===== config.mk =====
export PLATFORM = sky130hd
export DESIGN_NAME = dac_tx_sequencer
export DESIGN_NICKNAME = d
export VERILOG_FILES = /design/src/rtl/dac_seq_pkg.sv /design/src/rtl/dac_pace_timer.sv /design/src/rtl/dac_tx_sequencer.sv
export SDC_FILE = /design/constraint.sdc
export NUM_CORES = 1
export LEC_CHECK = 0
export ABC_CLOCK_PERIOD_IN_PS = 7500
export BUFFER_PORTS_ARGS = -buffer_cell sky130_fd_sc_hd__buf_2
export CORE_UTILIZATION = 39
export DETAILED_ROUTE_END_ITERATION = 8
export GPL_TIMING_DRIVEN = 1
export PLACE_DENSITY_LB_ADDON = 0.12
export SLEW_MARGIN = 30
export SYNTH_ARGS = -nofsm -noshare
export SYNTH_HDL_FRONTEND = slang
export SYNTH_SLANG_ARGS = --single-unit

===== constraint.sdc =====
create_clock -name aclk -period 7.5 [get_ports aclk]
set_input_delay 0.375 -clock aclk [delete_from_list [all_inputs] [get_ports aclk]]
set_output_delay 0.375 -clock aclk [all_outputs]
set_load 0.01 [all_outputs]

===== src/rtl/dac_seq_pkg.sv =====
// Shared types and defaults for the DAC TX sequencer.
package dac_seq_pkg;

  typedef enum logic [1:0] {IDLE, LEAD, RUN, FLUSH} state_t;

  // One complex baseband sample; Q occupies the upper half of the bus.
  typedef struct packed {
    logic signed [15:0] q;
    logic signed [15:0] i;
  } sample_t;

  localparam int LEAD_DEF  = 16;
  localparam int FLUSH_DEF = 4096;

endpackage


===== src/rtl/dac_pace_timer.sv =====
// Sample pacing down-counter: strobes when the count is zero, reloads to
// period-1 afterwards. 'hold' freezes the count at zero (stalled strobe),
// 'clear' parks it at zero so the first strobe fires as soon as 'en' rises.
module dac_pace_timer #(
  parameter int CNT_W = 16
) (
  input  logic             clk,
  input  logic             rst_n,
  input  logic             en,
  input  logic             clear,
  input  logic             hold,
  input  logic [CNT_W-1:0] period,
  output logic             strobe
);

  logic [CNT_W-1:0] cnt;

  assign strobe = en && (cnt == '0);

  // Count down once per clock, reload on a strobe unless held.
  always_ff @(posedge clk or negedge rst_n) begin
    if (!rst_n)
      cnt <= '0;
    else if (clear)
      cnt <= '0;
    else if (en) begin
      if (cnt == '0) begin
        if (!hold) cnt <= period - CNT_W'(1);
      end else begin
        cnt <= cnt - CNT_W'(1);
      end
    end
  end

endmodule


===== src/rtl/dac_tx_sequencer.sv =====
// DAC TX sequencer: paces IFFT samples to the DAC chain, marks symbol ends
// with tlast, and owns the downlink enable with lead-in and flush tail.
// Build option DAC_SEQ_ZERO_FILL_EN: a starved strobe emits a zero sample
// instead of stalling the pace counter.
module dac_tx_sequencer
  import dac_seq_pkg::*;
#(
  parameter int DATA_W       = 32,
  parameter int CNT_W        = 16,
  parameter int SYM_W        = 16,
  parameter int LEAD_CYCLES  = LEAD_DEF,
  parameter int FLUSH_CYCLES = FLUSH_DEF
) (
  input  logic              aclk,
  input  logic              aresetn,
  input  logic              start,
  input  logic              abort,
  input  logic [CNT_W-1:0]  fs_cycles,
  input  logic [CNT_W-1:0]  sym_len,
  input  logic [SYM_W-1:0]  num_symbols,
  input  logic [DATA_W-1:0] s_axis_tdata,
  input  logic              s_axis_tvalid,
  output logic              s_axis_tready,
  output logic [DATA_W-1:0] m_axis_tdata,
  output logic              m_axis_tvalid,
  output logic              m_axis_tlast,
  input  logic              m_axis_tready,
  output logic              dl_en,
  output logic              busy,
  output logic              done,
  output logic              underrun,
  output logic              late,
  output logic [SYM_W-1:0]  sym_idx
);

  state_t           state;
  logic [CNT_W-1:0] fs_r, sl_r;
  logic [SYM_W-1:0] ns_r;
  logic [CNT_W-1:0] lead_cnt, flush_cnt, smp_idx;
  logic [SYM_W-1:0] ld_sym;   // symbols whose samples have all been loaded
  logic             last_ld;  // final sample of the frame is in the output reg
  logic             strobe, stall_out, take, load_en, hold, sym_end, start_ok;

`ifdef DAC_SEQ_ZERO_FILL_EN
  localparam sample_t ZERO_SMP = '{q: 16'sd0, i: 16'sd0};
`endif

  assign start_ok  = start && !abort && (state == IDLE) &&
                     (sym_len != '0) && (num_symbols != '0);
  assign stall_out = m_axis_tvalid && !m_axis_tready;
  // A strobe is usable only while the frame still needs samples and the
  // previous beat has drained; otherwise it is skipped.
  assign take      = strobe && !last_ld && !stall_out;
  assign sym_end   = (smp_idx == sl_r - CNT_W'(1));

`ifdef DAC_SEQ_ZERO_FILL_EN
  assign load_en = take;
  assign hold    = 1'b0;
`else
  assign load_en = take && s_axis_tvalid;
  assign hold    = take && !s_axis_tvalid;
`endif

  assign s_axis_tready = take && s_axis_tvalid;
  assign busy          = (state != IDLE);

  dac_pace_timer #(.CNT_W(CNT_W)) u_pace (
    .clk    (aclk),
    .rst_n  (aresetn),
    .en     (state == RUN),
    .clear  (state != RUN),
    .hold   (hold),
    .period (fs_r),
    .strobe (strobe)
  );

  // Frame FSM with registered outputs, output beat register and stickies.
  always_ff @(posedge aclk or negedge aresetn) begin
    if (!aresetn) begin
      state         <= IDLE;
      fs_r          <= '0;
      sl_r          <= '0;
      ns_r          <= '0;
      lead_cnt      <= '0;
      flush_cnt     <= '0;
      smp_idx       <= '0;
      ld_sym        <= '0;
      last_ld       <= 1'b0;
      m_axis_tdata  <= '0;
      m_axis_tvalid <= 1'b0;
      m_axis_tlast  <= 1'b0;
      dl_en         <= 1'b0;
      done          <= 1'b0;
      underrun      <= 1'b0;
      late          <= 1'b0;
      sym_idx       <= '0;
    end else begin
      done <= 1'b0;
      if (abort && state != IDLE) begin
        state         <= IDLE;
        dl_en         <= 1'b0;
        m_axis_tvalid <= 1'b0;
        m_axis_tlast  <= 1'b0;
        last_ld       <= 1'b0;
      end else begin
        case (state)
          IDLE: if (start_ok) begin
            state    <= LEAD;
            fs_r     <= (fs_cycles < CNT_W'(2)) ? CNT_W'(1) : fs_cycles;
            sl_r     <= sym_len;
            ns_r     <= num_symbols;
            dl_en    <= 1'b1;
            underrun <= 1'b0;
            late     <= 1'b0;
            lead_cnt <= '0;
            smp_idx  <= '0;
            ld_sym   <= '0;
            last_ld  <= 1'b0;
            sym_idx  <= '0;
          end
          LEAD: begin
            if (lead_cnt == CNT_W'(LEAD_CYCLES - 1)) state <= RUN;
            else lead_cnt <= lead_cnt + CNT_W'(1);
          end
          RUN: begin
            // Downstream handshake retires the current beat.
            if (m_axis_tvalid && m_axis_tready) begin
              m_axis_tvalid <= 1'b0;
              m_axis_tlast  <= 1'b0;
              if (m_axis_tlast) begin
                if (last_ld) begin
                  state     <= FLUSH;
                  flush_cnt <= '0;
                end else begin
                  sym_idx <= sym_idx + SYM_W'(1);
                end
              end
            end
            if (strobe && !last_ld && stall_out) late <= 1'b1;
            if (take && !s_axis_tvalid) underrun <= 1'b1;
            // Load a new beat; placed after the retire so it takes priority.
            if (load_en) begin
`ifdef DAC_SEQ_ZERO_FILL_EN
              m_axis_tdata <= s_axis_tvalid ? s_axis_tdata : DATA_W'(ZERO_SMP);
`else
              m_axis_tdata <= s_axis_tdata;
`endif
              m_axis_tvalid <= 1'b1;
              m_axis_tlast  <= sym_end;
              if (sym_end) begin
                smp_idx <= '0;
                ld_sym  <= ld_sym + SYM_W'(1);
                if (ld_sym == ns_r - SYM_W'(1)) last_ld <= 1'b1;
              end else begin
                smp_idx <= smp_idx + CNT_W'(1);
              end
            end
          end
          FLUSH: begin
            if (flush_cnt == CNT_W'(FLUSH_CYCLES - 1)) begin
              state <= IDLE;
              dl_en <= 1'b0;
              done  <= 1'b1;
            end else begin
              flush_cnt <= flush_cnt + CNT_W'(1);
            end
          end
          default: state <= IDLE;
        endcase
      end
    end
  end

endmodule


# [After elaboration in Yosys (flattened, before gate mapping)]
# Cells that the tools add are included.
[totals] register_bits=185 input_bits=86 output_inout_bits=56 elab_cells=158
[classes] addsub=9 magnitude_cmp=1 eq_ne=29 mux=55 bitwise_logic=1 reduce_logical=45
[ops] operator="16-bit 2-to-1 mux" n=18
[ops] operator="16-bit case mux with 2 select lines" n=5
[ops] operator="16-bit by 1-bit adder with 16-bit output (second input constant)" n=5
[ops] operator="16-bit by 1-bit subtractor with 16-bit output (second input constant)" n=4
[ops] operator="16-bit equality test" n=2
[ops] operator="16-bit nonzero test" n=2
[ops] operator="2-bit inequality test (second input constant)" n=12
[ops] operator="3-bit inequality test (second input constant)" n=8
[ops] operator="1-bit 2-to-1 mux" n=20
[ops] operator="6-bit AND reduction" n=3
[ops] operator="16-bit by 12-bit equality test with 1-bit output (second input constant)" n=1
[ops] operator="16-bit by 4-bit equality test with 1-bit output (second input constant)" n=1
[ops] operator="16-bit zero test" n=1
[ops] operator="16-bit by 2-bit < comparator with 1-bit output (second input constant)" n=1
[ops] operator="4-bit AND reduction" n=4
[ops] operator="2-bit 2-to-1 mux" n=7
[ops] operator="1-bit logical AND" n=13
[ops] operator="2-bit nonzero test" n=6
[ops] operator="5-bit AND reduction" n=2
[ops] operator="3-bit AND reduction" n=3
[ops] operator="3-bit nonzero test" n=3
[ops] operator="1-bit case mux with 2 select lines" n=4
[ops] operator="2-bit case mux with 4 select lines" n=1
[ops] operator="3-bit by 2-bit inequality test with 1-bit output (second input constant)" n=2
[ops] operator="other kinds (6)" n=12

# [Longest topological paths before layout]
# Gate-level depths: netlist of the first run.
[logic_depth] word_depth=9 ltp_mapped=13 mapped_depth_nobuf=10

# [By module]
# Synthesis of the first run repeated with hierarchy kept, for this count alone.
[hier_totals] hier_cells=1033 area_unflattened_um2=10231.1
[by_module_without_submodules] mod="dac_tx_sequencer" instances=1 cells_per_inst=855 area_each_um2=8777.2 seq_area_each_um2=4229.1
[by_module_without_submodules] mod="dac_pace_timer" instances=1 cells_per_inst=178 area_each_um2=1453.9 seq_area_each_um2=400.4

# [Worst setup path before layout of the first run]
# OpenSTA, ideal clock, no wires.
[synth_path] kind="register to register" startpoint="register sl_r[0]" endpoint="register ld_sym[12]" setup_ns=0.078 arrival_time_ns=3.068 t_required_ns=7.422 slack_ns=4.354 stages_incl_launch_ff=12 period_less_slack_ns=3.146 path_cell_list="dfrtp_1 -> inv_1 -> ha_1 -> or4b_4 -> or4b_1 -> mux2i_1 -> a311oi_1 -> nand4_1 -> and2_4 -> buf_6 -> or4_1 -> a21oi_1"
[synth_via] elab_chain_len=4
[synth_lines] element="start: declaration" line="dac_tx_sequencer.sv:37" rtl="logic [CNT_W-1:0] fs_r, sl_r;"
[synth_lines] element="start signal: assignment" line="dac_tx_sequencer.sv:110" rtl="sl_r <= sym_len;"
[synth_lines] element="16-bit by 1-bit subtractor with 16-bit output" line="dac_tx_sequencer.sv:54" rtl="assign sym_end = (smp_idx == sl_r - CNT_W'(1));"
[synth_lines] element="16-bit equality test" line="dac_tx_sequencer.sv:54"
[synth_lines] element="2-bit inequality test (no source line)"
[synth_lines] element="5-bit AND reduction (no source line)"
[synth_lines] element="end signal: assignment" line="dac_tx_sequencer.sv:152" rtl="ld_sym <= ld_sym + SYM_W'(1);"
[synth_lines] element="end: declaration" line="dac_tx_sequencer.sv:40" rtl="logic [SYM_W-1:0] ld_sym;"
# No other way between the ends.
# A chain may end at the register's enable or synchronous reset.

# [Worst setup path after layout of the first run]
[layout_path] startpoint="register state[0]" endpoint="register sym_idx[12]"
[layout_via] elab_chain_len=6
[layout_lines] element="start: declaration" line="dac_tx_sequencer.sv:36" rtl="state_t state;"
[layout_lines] element="start signal: assignment" line="dac_tx_sequencer.sv:80" rtl="state <= IDLE;"
[layout_lines] element="start signal: assignment" line="dac_tx_sequencer.sv:100" rtl="state <= IDLE;"
[layout_lines] element="start signal: assignment" line="dac_tx_sequencer.sv:108" rtl="state <= LEAD;"
[layout_lines] element="2-bit zero test" line="dac_tx_sequencer.sv:48, dac_tx_sequencer.sv:106"
[layout_lines] element="1-bit logical AND (2 in a row)" line="dac_tx_sequencer.sv:48" rtl="assign start_ok = start && !abort && (state == IDLE) &&"
[layout_lines] element="1-bit logical AND" line="dac_tx_sequencer.sv:49" rtl="(sym_len != '0) && (num_symbols != '0);"
[layout_lines] element="2-bit inequality test (no source line)"
[layout_lines] element="6-bit AND reduction (no source line)"
[layout_lines] element="end signal: assignment" line="dac_tx_sequencer.sv:135" rtl="sym_idx <= sym_idx + SYM_W'(1);"
[layout_lines] element="end: declaration" line="dac_tx_sequencer.sv:33" rtl="output logic [SYM_W-1:0] sym_idx"
# Several ways; a longest one is shown, not always the timed one.

==> results of run 1 <==
==> stage by stage <==
stage,hold slack [ns],worst slack [ns]
6_report,-0.0231,3.66
5_1_grt,0.0549,3.39
4_1_cts,0.0371,3.56
3_5_place_dp,0.487,3.57
3_3_place_gp,0.483,3.37
2_1_floorplan,0.0794,4.35
==> worst max path at each step <==
| stage | startpoint | endpoint | slack (ns) |
|---|---|---|---|
| 6_report | state[0]$_DFFE_PN0P_ | sym_idx[12]$_DFFE_PN0P_ | 3.66 |
| 5_1_grt | state[0]$_DFFE_PN0P_ | sym_idx[8]$_DFFE_PN0P_ | 3.39 |
| 4_1_cts | sl_r[0]$_DFFE_PN0P_ | ld_sym[0]$_DFFE_PN0P_ | 3.56 |
| 3_5_place_dp | sl_r[0]$_DFFE_PN0P_ | ld_sym[0]$_DFFE_PN0P_ | 3.57 |
| 3_3_place_gp | state[0]$_DFFE_PN0P_ | sym_idx[12]$_DFFE_PN0P_ | 3.37 |
| 2_1_floorplan | sl_r[0]$_DFFE_PN0P_ | ld_sym[12]$_DFFE_PN0P_ | 4.35 |
==> cell families after synthesis <==
kind of cell    count (synthesis)  share of synthesized area
buf+inv                        75                     0.0312
fa+ha+maj                      12                     0.0151
compound gates                192                      0.120
xor+xnor                       74                     0.0654
mux                            45                     0.0498
flops                         185                      0.467
simple gates                  501                      0.252
==> layer usage <==
metal / vias up / share of wire / track usage / wire (µm)
met5: - / 0 / 0 / 0
met4: 0 / 0.0084 / 0.0437 / 203
met3: 14 / 0.025 / 0.0293 / 594
met2: 111 / 0.47 / 0.320 / 11400
met1: 3949 / 0.50 / 0.268 / 12000
li1: 4045 / - / - / -
==> sequential cells by signal (all words and copies together), names as in the netlist, 2 cells and up <==
register      cells
flush_cnt        16
ns_r             16
fs_r             16
smp_idx          16
state             2
ld_sym           16
sym_idx          16
u_pace.cnt       16
m_axis_tdata     32
sl_r             16
lead_cnt         16
==> power groups by stage <==
stage | clock network, mW | logic (mW) | registers [mW]
after detailed placement | 0 | 1.52 | 1.58
after global placement | 0 | 1.51 | 1.57
after global routing | 0.970 | 1.70 | 1.61
final | 0.909 | 1.51 | 1.56
after CTS | 0.935 | 1.53 | 1.56
after floorplan | 0 | 1.13 | 1.52
==> worst register-to-register path, cell delays in order (launching register included) <==
cell	delay (ns)
dfrtp_1	0.45
inv_1	0.11
ha_1	0.34
inv_1	0.15
nor3b_1	0.45
and3_4	0.70
o21ai_1	0.46
or3_1	0.60
or3_1	0.38
a21oi_1	0.15
==> cells in the final DEF (no fill, tap or decap), types with 31 or more instances in the layout <==
cell	Yosys	final
xnor2_1	31	31
xor2_1	43	43
buf_2	4	140
mux2_2	34	34
nand2_1	200	200
dfrtp_1	185	185
o21ai_0	65	65
a21oi_1	55	55
nor2_1	80	78
nand3_1	35	34
==> layout make-up <==
class / count / area, µm²
Sequential cell: 185 / 4630
Tap cell: 324 / 405
Clock inverter: 15 / 171
Clock buffer: 17 / 425
Inverter: 27 / 101
Fill cell: 2418 / 13100
Timing Repair Buffer: 146 / 752
Multi-Input combinational cell: 824 / 4990
==> results.txt, run 1 <==
outcome - complete, but fails checks
failing checks - negative hold slack
Min Hold Slack - -0.0231 ns
std cell rows - 57
vias after detailed routing - 8119
Reg clk slew, reported paths - 0.07 ns
CTS Buffer Depth - 2
r2r startpoint - state[0]$_DFFE_PN0P_
Power, Total - 3.98 mW
vias in the first global route - 7744
Hold WC Path Type - input pin to async pin
crit start category - register
die span in y - 161 µm
total detailed-routing wirelength - 24200 µm
HPWL after DPL - 17500 µm
Synth Area per Inst - 9.15 µm²
number of stages on the worst setup path - 9
# placed instances - 1506
DR WL/cell - 15.7 µm
Post-synth EDFFs - 0
core area - 24600 µm²
WP buf/inv - 2
syn nets - 1182
initial core utilization - 0.403
Seq/Total Area, Yosys - 0.467
LEAKAGE - 5.34 nW
DIE WIDTH - 161 µm
Clk pwr share - 0.229
Placer Congestion - 0.818
Tcrit/Tclk final - 0.513
RSZ-0062 raised after global routing - false
number of buffers added on ports - 141
Gate power share - 0.380
Slew Limit Fails - 0
CP max stage cell - and3_4
kind of critical path - register to register
vias per cell - 5.28
R2R depth - 9
Slew Limit Headroom - 0.418
Seq pwr share - 0.392
CP max stage delay - 0.70 ns
Skew-Pair Late Insertion Delay - 0.44 ns
postcts setup bufs - 0
peak fanout along the critical path - 61
placed cell area - 10900 µm²
Fin. Hold Viols - 13
most frequent cell after synthesis - nand2_1
Layout area overhead - 15.7%
DR DRC count - 0
synth unique cells - 72
Syn Inst Count - 1084
Synth Register Bits - 185
Most used DFF post-synth - dfrtp_1
antenna violations before repair - 0
fin crit period - 3.84 ns
# clock sinks - 185
post-CTS sizing - 0
grt ovf - 0
layout cell share with drive strength beyond 1 - 0.194
htree depth - 4
Final Util - 0.467
synth cell count leaders - nand2_1 (200), dfrtp_1 (185), nor2_1 (80)
flop-to-flop setup slack - 3.66 ns
Routed Antenna Nets - 0
fmax - 260 MHz
first-pass GRT wire length - 40500 µm
pin count of the biggest net entering global routing - 89
top cells by area, synth - dfrtp_1 (47%), nand2_1 (7.6%), mux2_2 (3.9%), xor2_1 (3.8%), o21ai_0 (3.3%)
final instance area - 11500 µm²
CTS tree - built
Peak VDD IR - 0.000165 V
Ports - 142
pwr/cell area - 346 nW/µm²
Internal - 2.36 mW
Synth area leader - dfrtp_1
post-route insts no fill - 1538
r2r endpoint - sym_idx[12]$_DFFE_PN0P_
hold-fix buffer count after cts - 0
worst slew pin tran - 0.867 ns
Total Nets Final - 1299
root buf cell - clkbuf_16
kind of end point of the critical path - register
total of max-cap violations - 0
Yosys top cell area share - 0.467
Ant. Diodes - 0
critical path arrival - 4.21 ns
Psw - 1.62 mW
skew final - 0.0197 ns
post-synthesis cell area - 9920 µm²
setup TNS - 0 ns
FFs w/ async S/R, synth - 1.00
CTS Buf Count - 17
CP Cell Sequence - inv_1 -> ha_1 -> inv_1 -> nor3b_1 -> and3_4 -> o21ai_1 -> or3_1 -> or3_1 -> a21oi_1
switch share - 0.407
Final setup viols - 0
YS warnings - 0
die area - 26100 µm²
GRT Total Usage - 0.194
Critical Path RT - 7.86 ns
delay-heaviest family, CP - simple AND/OR/NAND/NOR gates
drt first pass iters - 5
first-iteration detailed-routing DRC count - 501
Note: power is estimated with default switching activity, not from simulation.
==> run 2: changes to the inputs <==
--- a/config.mk
+++ b/config.mk
@@ -5,7 +5,8 @@
 export SDC_FILE = /design/constraint.sdc
 export NUM_CORES = 1
 export LEC_CHECK = 0
-export ABC_CLOCK_PERIOD_IN_PS = 7500
+export ABC_AREA = 1
+export ABC_CLOCK_PERIOD_IN_PS = 3100
 export BUFFER_PORTS_ARGS = -buffer_cell sky130_fd_sc_hd__buf_2
 export CORE_UTILIZATION = 39
 export DETAILED_ROUTE_END_ITERATION = 8
==> constraint.sdc (replaced) <==
create_clock -name aclk -period 3.1 [get_ports aclk]
set_input_delay 0.155 -clock aclk [delete_from_list [all_inputs] [get_ports aclk]]
set_output_delay 0.155 -clock aclk [all_outputs]
set_load 0.01 [all_outputs]
==> run 2 against run 1 <==
  * The flow now finishes without violations
  * Combinational power grew to 3.3 times the previous value
  * Clock skew is 0.0019 ns lower
  * Cell count is 31% higher
  * Design area is 15% higher
  * Critical endpoint is now flush_cnt[12]$_DFFE_PN0P_
  * Largest cell class unchanged
  * Highest routed layer unchanged
==> results.txt, run 2 <==
htree depth - 4
Hold EP - sl_r[15]$_DFFE_PN0P_
vias per cell - 4.97
total of max-cap violations - 0
Synth Area per Inst - 7.37 µm²
die area - 28000 µm²
die span in y - 167 µm
FFs w/ async S/R, synth - 1.00
Hold Path Origin - sym_len[15]
Total Nets Final - 1760
Final setup viols - 0
skew final - 0.0179 ns
most frequent cell after synthesis - nand2_1
DIE WIDTH - 167 µm
setup TNS - 0 ns
number of buffers added on ports - 141
initial core utilization - 0.397
vias after detailed routing - 10015
placed cell area - 11800 µm²
post-route insts no fill - 2017
Critical Path RT - 3.44 ns
R2R depth - 10
Layout area overhead - 23.4%
final instance area - 13200 µm²
Reg clk slew, reported paths - 0.08 ns
total detailed-routing wirelength - 28600 µm
pin count of the biggest net entering global routing - 76
Yosys top cell area share - 0.434
LEAKAGE - 6.45 nW
Hold WC Path Type - input pin to register
DP Worst Slack - 0.285 ns
Routed Antenna Nets - 0
# placed instances - 1904
Min Hold Slack - 0.0144 ns
fmax - 380 MHz
Placer Congestion - 0.875
CTS tree - built
crit path launch - state[0]$_DFFE_PN0P_
outcome - complete, no violations
first-pass GRT wire length - 48100 µm
Fin. Hold Viols - 0
Skew-Pair Late Insertion Delay - 0.45 ns
first-iteration detailed-routing DRC count - 545
layout cell share with drive strength beyond 1 - 0.133
Tcrit/Tclk final - 0.850
Seq/Total Area, Yosys - 0.434
most frequent cells in the layout - nand2_1 (459), dfrtp_1 (185), inv_1 (162)
DR DRC count - 0
commonest non-fill, non-tap cell in the layout - nand2_1
DR WL/cell - 14.2 µm
Peak VDD IR - 0.000484 V
hold depth - 3
Ports - 142
root buf cell - clkbuf_16
kind of critical path - register to register
kind of end point of the critical path - register
# clock sinks - 185
peak fanout along the critical path - 11
postcts setup bufs - 0
r2r endpoint - flush_cnt[12]$_DFFE_PN0P_
CTS Buf Count - 17
Syn Inst Count - 1447
HPWL after DPL - 20500 µm
grt ovf - 0
YS warnings - 0
GRT Total Usage - 0.211
Slew Limit Headroom - 0.562
core area - 26900 µm²
drt first pass iters - 7
post-synthesis cell area - 10700 µm²
Slew Limit Fails - 0
critical path arrival - 2.97 ns
CTS Buffer Depth - 2
Synth Register Bits - 185
vias in the first global route - 9939
fin crit period - 2.63 ns
r2r startpoint - state[0]$_DFFE_PN0P_
syn nets - 1545
Post-synth EDFFs - 0
pwr/cell area - 826 nW/µm²
crit start category - register
synth unique cells - 38
Most used DFF post-synth - dfrtp_1
std cell rows - 60
top cells by area, synth - dfrtp_1 (43%), nand2_1 (16%), inv_1 (5.7%), nand3_1 (4.6%), nor2_1 (4.4%)
RSZ-0062 raised after global routing - false
synth cell count leaders - nand2_1 (459), dfrtp_1 (185), inv_1 (163)
Synth area leader - dfrtp_1
Top reg by flops - m_axis_tdata
post-route setup slack - 0.465 ns
flop-to-flop setup slack - 0.47 ns
antenna violations before repair - 1
worst slew pin tran - 0.652 ns
max FFs per register - 32
run 2: worst max path at each step:
stage / end
after CTS: smp_idx[15]$_DFFE_PN0P_
after floorplan: ld_sym[10]$_DFFE_PN0P_
final: flush_cnt[12]$_DFFE_PN0P_
after detailed placement: smp_idx[15]$_DFFE_PN0P_
after global placement: ld_sym[0]$_DFFE_PN0P_
after global routing: ld_sym[5]$_DFFE_PN0P_
run 2: per-layer routing:
layer | vias to the layer above | routed length (µm) | track usage
met5 | - | 0 | 0
met4 | 0 | 416 | 0.0646
met3 | 30 | 1120 | 0.0326
met2 | 205 | 14200 | 0.372
met1 | 4690 | 12900 | 0.265
li1 | 5090 | - | -
run 2: area by class of cell:
type                    instances  area (µm²)
diodes                          1        2.50
clock buffers                  17         425
clock inverters                15         178
fillers                      2633       13700
inverters                     165         619
multi-input cells            1056        5220
flip-flops and latches        185        4630
well taps                     341         427
repair buffers                237        1660
run 2: worst max-delay path: stages (launching register included):
cell	delay (ns)
dfrtp_1	0.44
inv_1	0.10
ha_1	0.28
nor2_1	0.21
inv_1	0.14
nand3_1	0.10
a21oi_2	0.44
nand2_1	0.14
nor2_1	0.29
nand3_1	0.15
o211a_1	0.23
run 2: repair_timing:
action	4_1_cts	5_1_grt
gates resized for setup	0	0
hold endpoints to repair	124	0
setup endpoints to repair	0	21
hold buffers	79	0
run 2: cell families (layout without fill, tap and decap cells):
family | count (synthesis) | count (layout) | share of synthesized area
adder cells (fa/ha/maj) | 12 | 12 | 0.0141
other | 0 | 1 | 0
AND/OR/NAND/NOR | 812 | 813 | 0.330
flip-flops | 185 | 185 | 0.434
XOR/XNOR | 71 | 71 | 0.0583
AO/OA/AOI/OAI | 158 | 158 | 0.0845
multiplexers | 2 | 2 | 0.00211
buffers and inverters | 207 | 434 | 0.0769
run 2: stage by stage:
step / utilization / total power [mW]
6_report: 0.490 / 10.9
5_1_grt: 0.490 / 11.9
4_1_cts: 0.489 / 11.0
3_5_place_dp: 0.437 / 8.61
3_3_place_gp: 0.437 / 8.56
2_1_floorplan: - / 7.26
run 2: where the power goes:
| group | switching [mW] | internal, mW |
|---|---|---|
| logic | 3.25 | 1.73 |
| registers | 0.568 | 3.10 |
| clock network | 1.13 | 1.09 |
==> run 3: changes to the inputs <==
--- a/config.mk
+++ b/config.mk
@@ -6,7 +6,7 @@
 export NUM_CORES = 1
 export LEC_CHECK = 0
 export ABC_AREA = 1
-export ABC_CLOCK_PERIOD_IN_PS = 3100
+export ABC_CLOCK_PERIOD_IN_PS = 2330
 export BUFFER_PORTS_ARGS = -buffer_cell sky130_fd_sc_hd__buf_2
 export CORE_UTILIZATION = 39
 export DETAILED_ROUTE_END_ITERATION = 8
==> constraint.sdc (replaced) <==
create_clock -name aclk -period 2.33 [get_ports aclk]
set_input_delay 0.1165 -clock aclk [delete_from_list [all_inputs] [get_ports aclk]]
set_output_delay 0.1165 -clock aclk [all_outputs]
set_load 0.01 [all_outputs]
==> run 3 against run 2 <==
  * Sequential power rose by 34%
  * Clock power rose by 39%
  * Critical path type is now input pin to register
  * Clock-buffer cell count did not move
  * Sequential share of layout area fell by 0.89 points
  * Combinational power rose by 44%
  * Global-route usage barely moved
  * Wire length rose by 0.78%
  * Cell count rose by 1.3%
  * Flip-flop and latch count did not move
  * Worst hold slack improved by 0.087 ns
  * First-iteration DRC count rose by 13%
==> results.txt, run 3 (synthesized netlist as in run 2, its figures left out) <==
outcome - complete, no violations
Fin. Hold Viols - 0
DR DRC count - 0
most used cell, CP - buf_4
Reg clk slew, reported paths - 0.07 ns
skew final - 0.0181 ns
peak fanout along the critical path - 40
htree depth - 4
pwr/cell area - 1120 nW/µm²
total of max-cap violations - 0
pin count of the biggest net entering global routing - 72
post-route insts no fill - 2043
flop-to-flop setup slack - 0.18 ns
Top reg by flops - m_axis_tdata
fin crit period - 2.23 ns
Clk pwr share - 0.204
Peak VDD IR - 0.000613 V
grt ovf - 0
setup TNS - 0 ns
fmax - 449 MHz
CTS Buf Count - 17
first-pass GRT wire length - 48300 µm
crit start category - input pin
Seq pwr share - 0.324
Gate power share - 0.472
Total Nets Final - 1785
most frequent cells in the layout - nand2_1 (457), dfrtp_1 (184), inv_1 (161)
root buf cell - clkbuf_16
DIE WIDTH - 167 µm
switch share - 0.444
CTS Buffer Depth - 2
std cell rows - 60
vias per cell - 4.92
total detailed-routing wirelength - 28800 µm
Psw - 6.73 mW
CP Cell Sequence - dlygate4sd3_1 -> buf_2 -> nor4_2 -> buf_4 -> nand4_1 -> nand3_2 -> buf_4 -> inv_2 -> buf_12 -> nand2_1 -> o21ai_0
Hold WC Path Type - input pin to register
LEAKAGE - 6.60 nW
Final setup viols - 0
Internal - 8.41 mW
vias after detailed routing - 10058
Ports - 142
die span in y - 167 µm
CP max stage delay - 0.53 ns
Skew-Pair Late Insertion Delay - 0.45 ns
Min Hold Slack - 0.102 ns
Slew Limit Fails - 0
layout cell share with drive strength beyond 1 - 0.156
Tcrit/Tclk final - 0.956
vias in the first global route - 9768
CTS tree - built
# placed instances - 1923
# clock sinks - 185
die area - 28000 µm²
number of buffers added on ports - 141
HPWL after DPL - 20800 µm
antenna violations before repair - 2
DR WL/cell - 14.1 µm
kind of critical path - input pin to register
critical path arrival - 2.54 ns
commonest non-fill, non-tap cell in the layout - nand2_1
Slew Limit Headroom - 0.605
Placer Congestion - 0.862
max FFs per register - 32
Layout area overhead - 26.7%
Power, Total - 15.1 mW
CP max stage cell - dlygate4sd3_1
core area - 26900 µm²
GRT Total Usage - 0.212
initial core utilization - 0.397
Routed Antenna Nets - 0
first-iteration detailed-routing DRC count - 617
drt first pass iters - 4
kind of end point of the critical path - register
worst slew pin tran - 0.588 ns
Critical Path RT - 2.64 ns
## run 3: cell count changes in the layout (fill, tap and decap cells not counted), sizes merged
cell and delta:
buf +23, clkinv -3, bufinv +2, dlygate4sd3 +2
diode +1, inv +1, nand2 +1, nor2 -1
## run 3: layout make-up
| type | count | area [µm²] |
|---|---|---|
| well taps | 341 | 427 |
| multi-input cells | 1056 | 5330 |
| diodes | 2 | 5.00 |
| repair buffers | 262 | 1860 |
| flip-flops and latches | 185 | 4630 |
| clock buffers | 17 | 425 |
| inverters | 165 | 619 |
| fillers | 2666 | 13400 |
| clock inverters | 15 | 205 |
## run 3: what timing repair did
action,CTS,global route
pin swaps,0,4
cloned,0,1
endpoints found under the setup margin,7,74
buffers inserted,0,4
hold endpoints to repair,132,0
gates resized for setup,1,26
hold buffers,81,0
## run 3: critical path, delay by kind of cell
kind | cells | cell delay, ns
buffers and inverters | 6 | 1.39
AND/OR/NAND/NOR | 4 | 0.90
AO/OA/AOI/OAI | 1 | 0.10
## run 3: worst paths after layout
path                                              from                           to  cells after the start
min in group asynchronous                      aresetn          sl_r[8]$_DFFE_PN0P_                      2
max in group asynchronous                      aresetn         ns_r[11]$_DFFE_PN0P_                      3
hold / removal                           s_axis_tvalid     m_axis_tlast$_DFFE_PN0P_                      5
hold reg to reg            m_axis_tdata[9]$_DFFE_PN0P_  m_axis_tdata[9]$_DFFE_PN0P_                      2
setup / recovery                        num_symbols[1]          ns_r[5]$_DFFE_PN0P_                     11
setup reg to reg                   sl_r[0]$_DFFE_PN0P_        ld_sym[6]$_DFFE_PN0P_                     14
## run 3: layer usage
layer,global-route usage,vias to the layer above,part of all wire,wire [µm]
met5,0,-,0,0
met2,0.350,240,0.47,13600
li1,-,5149,-,-
met3,0.0343,47,0.039,1130
met4,0.0826,0,0.025,726
met1,0.277,4622,0.46,13400
## run 3: per-stage QoR
| step | utilization | area (µm²) | setup WS [ns] |
|---|---|---|---|
| after floorplan | - | 10700 | 0.104 |
| after global placement | 0.443 | 11900 | 0.0306 |
| after detailed placement | 0.443 | 11900 | -0.00767 |
| after CTS | 0.497 | 13400 | 0.0269 |
| after global routing | 0.503 | 13500 | -0.00868 |
| final | 0.503 | 13500 | 0.102 |
## run 3: power groups by stage
stage,clock (mW),sequential [mW],combinational (mW)
after CTS,3.18,4.88,6.89
final,3.09,4.90,7.15
after global routing,3.30,5.03,8.17
after global placement,0,4.92,6.65
after floorplan,0,4.89,4.76
after detailed placement,0,4.91,6.74
